[config.mk]
export PLATFORM = sky130hd
export DESIGN_NAME = iq_sample_feeder
export DESIGN_NICKNAME = d
export VERILOG_FILES = /design/src/rtl/iq_sample_feeder.sv
export SDC_FILE = /design/constraint.sdc
export NUM_CORES = 1
export LEC_CHECK = 0
export CORE_ASPECT_RATIO = 1.1
export CORE_UTILIZATION = 40
export DETAILED_ROUTE_END_ITERATION = 10
export GPL_TIMING_DRIVEN = 0
export PLACE_DENSITY = 0.75
export SYNTH_ARGS = -nofsm -noshare
export SYNTH_HDL_FRONTEND = slang
export SYNTH_SLANG_ARGS = --single-unit
[constraint.sdc]
create_clock -name clock -period 2.1 [get_ports clock]
set_input_delay 0.21 -clock clock [delete_from_list [all_inputs] [get_ports clock]]
set_output_delay 0.21 -clock clock [all_outputs]
set_load 0.01 [all_outputs]
[src/rtl/iq_sample_feeder.sv]
// Collects little-endian byte quads from a show-ahead FIFO and emits one
// sign-extended, left-shifted I/Q pair per quad into the paired radio input FIFOs.
module iq_sample_feeder #(
    parameter int unsigned QUANT_BITS = 10,
    parameter int unsigned DATA_WIDTH = 32
) (
    input  logic                  clock,
    input  logic                  reset,
    input  logic [7:0]            in_dout,
    input  logic                  in_empty,
    output logic                  in_rd_en,
    output logic [DATA_WIDTH-1:0] i_out,
    output logic [DATA_WIDTH-1:0] q_out,
    output logic                  out_wr_en,
    input  logic                  out_full,
    output logic [31:0]           sample_count
);

    typedef enum logic [2:0] {
        S_B0,
        S_B1,
        S_B2,
        S_B3,
        S_WRITE
    } state_t;

    state_t                r_state;
    logic [7:0]            r_b0;
    logic [7:0]            r_b1;
    logic [7:0]            r_b2;
    logic [7:0]            r_b3;
    logic [31:0]           r_count;
    logic [DATA_WIDTH-1:0] w_i_ext;
    logic [DATA_WIDTH-1:0] w_q_ext;

    // Handshakes are gated by reset so nothing is popped or written while held.
    assign in_rd_en  = reset && !in_empty && (r_state != S_WRITE);
    assign out_wr_en = reset && !out_full && (r_state == S_WRITE);

    assign w_i_ext = {{(DATA_WIDTH-16){r_b1[7]}}, r_b1, r_b0};
    assign w_q_ext = {{(DATA_WIDTH-16){r_b3[7]}}, r_b3, r_b2};
    assign i_out   = w_i_ext << QUANT_BITS;
    assign q_out   = w_q_ext << QUANT_BITS;

    assign sample_count = r_count;

    always_ff @(posedge clock or negedge reset) begin
        if (!reset) begin
            r_state <= S_B0;
            r_b0    <= '0;
            r_b1    <= '0;
            r_b2    <= '0;
            r_b3    <= '0;
            r_count <= '0;
        end else begin
            case (r_state)
                S_B0: if (!in_empty) begin
                    r_b0    <= in_dout;
                    r_state <= S_B1;
                end
                S_B1: if (!in_empty) begin
                    r_b1    <= in_dout;
                    r_state <= S_B2;
                end
                S_B2: if (!in_empty) begin
                    r_b2    <= in_dout;
                    r_state <= S_B3;
                end
                S_B3: if (!in_empty) begin
                    r_b3    <= in_dout;
                    r_state <= S_WRITE;
                end
                S_WRITE: if (!out_full) begin
                    r_count <= r_count + 32'd1;
                    r_state <= S_B0;
                end
                default: r_state <= S_B0;
            endcase
        end
    end

endmodule

==> flow_summary_export.csv, run 1 <==
group,metric,value,unit
clock_tree,root_buffer,"clkbuf_8",
clock_tree,cts_tree,"built",
worst_setup_path,crit_path_max_fanout,5,
timing,worstMarginPinSlew,1070,ps
global_routing,first_global_vias,2168,
logic_synthesis,async_reset_ff_frac,1.00,
clock_tree,cts_buffers,9,
die,coreArea,0.00743,sq mm
drt,wl,6340,um
logic_synthesis,synth_area_leader_cell,"dfrtp_1",
cells_and_area,syn2layout_area_growth,43.8,%
run_status,violations,"hold timing",
power,p_sw,1480,uW
global_routing,grt_overflow_total,0,
place,portBuffers,88,
global_routing,grt_antenna_before_repair,0,
logic_synthesis,ys_seq_elements,67,
cells_and_area,drive_above_1_share,0.270,
power,switching_share,0.296,
logic_synthesis,synth_area_per_cell,12.6,sq um
cells_and_area,fin_nets,382,
die,start_util,0.412,
cells_and_area,antennaDiodeCount,0,
drt,detail_route.wl_per_cell,13.8,um
power,internal-power,3530,uW
place,gp_congestion,0.780,
drt,drt-pass1-iter-count,4,
drt,drt-vias-per-instance,4.78,
drt,ant_nets,0,
timing,finalCritPeriodShare,0.985,
logic_synthesis,synth_ff_type,"dfrtp_1",
logic_synthesis,yosys-top-cells-area,"dfrtp_1, mux2_2, buf_4, xnor2_1, nand4_1",
clock_tree,h-tree-depth,3,
worst_setup_path,crit_required,2310,ps
worst_setup_path,cp.arrival,2280,ps
die,die_h,93.8,um
clock_tree,cts.clk_slew.worst_paths,70,ps
logic_synthesis,netlist_area,0.00307,sq mm
logic_synthesis,yosys-top-cells-count,"dfrtp_1, buf_4, mux2_2",
worst_setup_path,cp-end-kind,"flip-flop",
clock_tree,clock_latency,320,ps
power,power_frac_seq,0.378,
drt,drt-initial-drc-count,50,
timing,hold_violations,67,
run_status,outcome,"finished with violations",
global_routing,grt_pass1_wl,10200,um
clock_tree,cts_sinks,67,
logic_synthesis,seq_area_frac_synth,0.547,
timing,final.min_clock_period,2070,ps
logic_synthesis,synth_cells,244,
drt,route.met2.wl,2900,um
power,p_clk_frac,0.187,
timing,rsz0062_at_grt,"true",
timing,finalClockSkew,3.63,ps
drt,route.met3.wl,607,um
global_routing,grtUsageTotal,0.165,
timing,setup_tns,0,ps
timing,maxSlewViolCount,0,
power,ir_worst_vdd,0.860,mV
drt,wl_met1,2740,um
power,pwr-share-comb,0.435,
clock_tree,max-clock-path-buffers,2,
logic_synthesis,synth_edf_count,0,
worst_setup_path,start_kind,"flip-flop",
logic_synthesis,yosys_warnings,0,
timing,slew_headroom,0.282,
power,power_leakage,0.00198,uW
timing,hold_ws,-129,ps
drt,topRoutingLayerUsed,"met4",
place,dp_hpwl,4410,um
die,die_w,85.5,um
place,placed_area,0.00412,sq mm
timing,setup_violations,0,
run,cap_violations,0,
worst_setup_path,path_class,"reg2reg",
power,power_density,1140,mW/mm^2
cells_and_area,fin_area,0.00441,sq mm
clock_tree,cts_hold_buffers,0,
drt,drc,0,
die,die_area,0.00802,sq mm
die,ios,110,
drt,vias,2202,
die,rows,33,
logic_synthesis,yosysMostFrequentCell,"dfrtp_1",
logic_synthesis,synth_top_area_frac,0.547,
logic_synthesis,yosysUniqueCellTypes,28,
timing,max_freq,484,MHz
global_routing,grt_max_degree,70,
min_path,min_path_type,"in2async",
==> worst paths after layout <==
path,start,endpoint,slack (ps),cells past startpoint
worst max-delay path,r_state[0],sample_count[19],30,7
worst min-delay path,reset,r_b1[5],-130,1
worst max register to register,r_state[0],sample_count[19],30,7
worst min register to register,sample_count[31],sample_count[31],480,1
max in group asynchronous,reset,sample_count[13],1810,1
min in group clock,in_empty,r_state[0],350,3
==> cell usage in the layout (no fill, tap or decap), types with 6 or more instances in the layout <==
cell             count
xnor2_1             26
nand2_1             11
nand3_1             12
dfrtp_1             67
clkbuf_1             6
clkdlybuf4s50_1     87
nand4_1             12
buf_4               39
mux2_2              32
clkbuf_8            11
conb_1              20
==> state kept, by name, summed over array words and instances, names as in the netlist <==
signal,cells
r_b0,8
r_b1,8
r_b2,8
r_b3,8
r_state,3
sample_count,32
==> cell type report <==
cell class              count  area (sq um)
well taps                  87           109
clock inverters             2          10.0
flip-flops and latches     67          1680
repair buffers             95           932
multi-input cells         154          1210
inverters                   1          3.75
clock buffers              14           163
plain buffers              41           303
fillers                   615          3020
==> power groups by stage <==
stage / logic, uW / clock network [uW] / registers (uW)
after CTS: 2160 / 965 / 1890
after floorplan: 869 / 0 / 2040
after detailed placement: 2120 / 0 / 1910
final: 2180 / 940 / 1890
after global placement: 2110 / 0 / 1880
after global routing: 2320 / 1020 / 1950
==> worst max-delay path, stage by stage (launching register included) <==
cell     delay, ps
dfrtp_1        390
buf_6          140
or4b_4         510
buf_6          150
nor4_4         280
buf_4          210
nand4_1        120
xnor2_1        150
==> stage by stage <==
stage | setup WS [ps] | total power, uW | instances | util
global placement | -1900 | 4000 | 438 | 0.555
CTS | -85.0 | 5010 | 456 | 0.583
global route | -70.6 | 5290 | 461 | 0.593
finish | 32.1 | 5010 | 461 | 0.593
floorplan | 90.7 | 2910 | 263 | -
detailed placement | -299 | 4030 | 438 | 0.555
==> layer usage <==
| layer | GRT usage | vias to the layer above |
|---|---|---|
| met2 | 0.263 | 84 |
| met5 | 0 | - |
| met1 | 0.195 | 1063 |
| met4 | 0.0667 | 0 |
| met3 | 0.0747 | 11 |
| li1 | - | 1044 |
==> repair_timing <==
action | CTS | global route
setup buffers | 1 | 4
resized for setup | 5 | 13
pin swaps | 2 | 8
hold endpoints to repair | 0 | 67
cloned | 1 | 1
endpoints found under the setup margin | 20 | 28
==> kinds of logic (layout without fill, tap and decap cells) <==
group           count (synthesis)  after routing  synth area share
mux                            32             32             0.118
other cells                     1             20           0.00122
fa+ha+maj                       1              1           0.00408
simple gates                   68             68             0.141
xor+xnor                       32             32            0.0914
buf+inv                        42            153            0.0955
flops                          67             67             0.547
compound gates                  1              1           0.00245
Power figures use the tool's default switching activity.
==> run 2, diff against run 1 <==
- ABC_AREA: unset -> 1
- CORE_UTILIZATION: 40 -> 47
- PLACE_DENSITY: 0.75 -> 0.89
- clock period: 2.1 -> 2.25 ns (I/O delays scaled with it)
==> run 2 against run 1 <==
Net effect:
- the flow still finishes with violations (hold timing)
- largest power group unchanged
- sequential cell count stayed put
- clock skew is 2.5 ps higher
- synthesized area is 13% higher
- synthesized cell count is 69% higher
- hold slack worse by 14 ps
- die area is 4.1% lower
- count of clock-buffer cells in the layout is 4 lower
- clock power is 47% higher
- sequential power is 7% lower
- global-route usage is 6.9 points higher
- sequential share of layout area is 3.1 points lower
- via count is 39% higher
==> flow_summary_export.csv, run 2 <==
group,metric,value,unit
clock_tree,clock_latency,360,ps
timing,worstMarginPinSlew,611,ps
drt,drt-pass1-iter-count,4,
cells_and_area,most-common-layout-cells,"nand2_1, clkdlybuf4s50_1, dfrtp_1, inv_1, nor2_1",
cells_and_area,final_common_cell,"nand2_1",
place,placed_area,0.00452,sq mm
place,portBuffers,89,
logic_synthesis,yosys-top-cells-area,"dfrtp_1, nand2_1, buf_4, o21ai_0, inv_1",
global_routing,grt_pass1_wl,14100,um
run_status,outcome,"finished with violations",
drt,drc,0,
logic_synthesis,netlist_area,0.00345,sq mm
die,rows,32,
cells_and_area,fin_nets,545,
die,die_area,0.00769,sq mm
logic_synthesis,seq_area_frac_synth,0.486,
timing,finalCritPeriodShare,0.857,
drt,drt-initial-drc-count,152,
drt,vias,3054,
timing,hold_ws,-143,ps
clock_tree,cts.clk_slew.worst_paths,80,ps
place,gp_congestion,0.853,
global_routing,first_global_vias,3108,
logic_synthesis,synth_area_per_cell,8.35,sq um
power,ir_worst_vdd,0.860,mV
timing,fin_ws,322,ps
die,coreArea,0.00705,sq mm
cells_and_area,drive_above_1_share,0.140,
cells_and_area,antennaDiodeCount,0,
power,power_density,1020,mW/mm^2
timing,finalClockSkew,6.10,ps
timing,setup_violations,0,
timing,setup_tns,0,ps
clock_tree,max-clock-path-buffers,2,
clock_tree,cts_buffers,9,
drt,detail_route.wl_per_cell,13.4,um
worst_setup_path,start_kind,"flip-flop",
timing,hold_violations,67,
worst_setup_path,path_class,"reg2out",
timing,final.min_clock_period,1930,ps
drt,wl,8350,um
cells_and_area,utilization,0.681,
drt,drt-vias-per-instance,4.91,
run,cap_violations,0,
logic_synthesis,synth_cells,413,
worst_setup_path,crit_path_max_fanout,5,
die,ios,110,
cells_and_area,fin_area,0.00480,sq mm
global_routing,grt_max_degree,69,
power,total_power,4880,uW
place,dp_hpwl,6340,um
logic_synthesis,yosysMostFrequentCell,"nand2_1",
cells_and_area,syn2layout_area_growth,39.0,%
cells_and_area,largest_reg_flops,32,
global_routing,grt_overflow_total,0,
drt,ant_nets,0,
global_routing,grtUsageTotal,0.234,
timing,rsz0062_at_grt,"false",
cells_and_area,nFillCells,566,
logic_synthesis,synth_edf_count,0,
global_routing,grt_antenna_before_repair,0,
timing,slew_headroom,0.593,
die,die_w,83.7,um
logic_synthesis,ys_seq_elements,67,
timing,max_freq,519,MHz
logic_synthesis,async_reset_ff_frac,1.00,
clock_tree,root_buffer,"clkbuf_8",
logic_synthesis,yosys-top-cells-count,"nand2_1, dfrtp_1, inv_1",
logic_synthesis,synth_area_leader_cell,"dfrtp_1",
logic_synthesis,yosys_warnings,0,
logic_synthesis,yosysUniqueCellTypes,28,
logic_synthesis,synth_ff_type,"dfrtp_1",
logic_synthesis,synth_top_area_frac,0.486,
worst_setup_path,crit_required,2030,ps
worst_setup_path,cp.arrival,1700,ps
clock_tree,cts_hold_buffers,0,
die,die_h,91.9,um
worst_setup_path,cp-end-kind,"output pin",
clock_tree,cts_sinks,67,
clock_tree,h-tree-depth,3,
clock_tree,cts_tree,"built",
min_path,min_path_type,"in2async",
timing,maxSlewViolCount,0,
power,power_leakage,0.00233,uW
place,place_worst_setup_slack,144,ps
run_status,violations,"hold timing",
die,start_util,0.490,
worst_setup_path,r2r_cells,9,
run 2: cell count changes after synthesis, moves of 5 or more:
cell	before	now
nand2_1	11	118
inv_1	1	42
o21ai_0	0	34
mux2_2	32	0
nor2_1	5	37
xnor2_1	27	10
nor2_2	0	9
and3_1	5	0
nor2_4	0	5
run 2: logic make-up (layout without fill, tap and decap cells):
logic type | Yosys count | after routing | share of synthesized area
adder cells (fa/ha/maj) | 1 | 1 | 0.00363
XOR/XNOR | 19 | 19 | 0.0482
AO/OA/AOI/OAI | 37 | 37 | 0.0537
other | 1 | 20 | 0.00109
AND/OR/NAND/NOR | 207 | 207 | 0.282
buffers and inverters | 81 | 186 | 0.125
flip-flops | 67 | 67 | 0.486
run 2: stage by stage:
step	cells	hold slack [ps]
floorplan	432	-70.6
global placement	606	465
detailed placement	606	387
CTS	622	0.180
global route	622	-97.7
finish	622	-143
run 2: per-layer routing:
layer	global-route usage	vias up	share of wire	routed length, um
met5	0	-	0	0
li1	-	1477	-	-
met2	0.409	104	0.50	4150
met3	0.0846	20	0.084	704
met1	0.252	1453	0.39	3280
met4	0.107	0	0.026	213
run 2: cell type report:
| class | instances | area [sq um] | share of cell area |
|---|---|---|---|
| flip-flops and latches | 67 | 1680 | 0.350 |
| multi-input cells | 284 | 1410 | 0.295 |
| repair buffers | 89 | 895 | 0.187 |
| plain buffers | 37 | 267 | 0.0556 |
| inverters | 44 | 165 | 0.0344 |
| clock buffers | 10 | 138 | 0.0287 |
| clock inverters | 6 | 136 | 0.0284 |
| well taps | 85 | 106 | 0.0222 |
run 2: worst max-delay path: stages, from the launching register on:
cell and delay, ps:
dfrtp_1 450, nand2_1 90, inv_1 60, nor3_1 140
clkdlybuf4s50_1 600
run 2: final timing paths:
kind,start,endpoint,slack (ps)
max,r_state[2],in_rd_en,320
min,reset,sample_count[11],-140
max reg2reg,sample_count[1],sample_count[26],700
min reg2reg,r_b1[3],r_b1[3],500
max in group asynchronous,reset,sample_count[28],1960
min in group clock,out_full,r_state[2],490
run 2: where the power goes:
group / switching [uW] / total [uW] / internal, uW
combinational: 792 / 1760 / 967
sequential: 229 / 1750 / 1520
clock: 495 / 1380 / 880
run 2: what timing repair did:
item / 4_1_cts / 5_1_grt
setup endpoints to repair: 0 / 2
setup buffers: 0 / 0
hold endpoints to repair: 0 / 67
gates resized for setup: 0 / 2
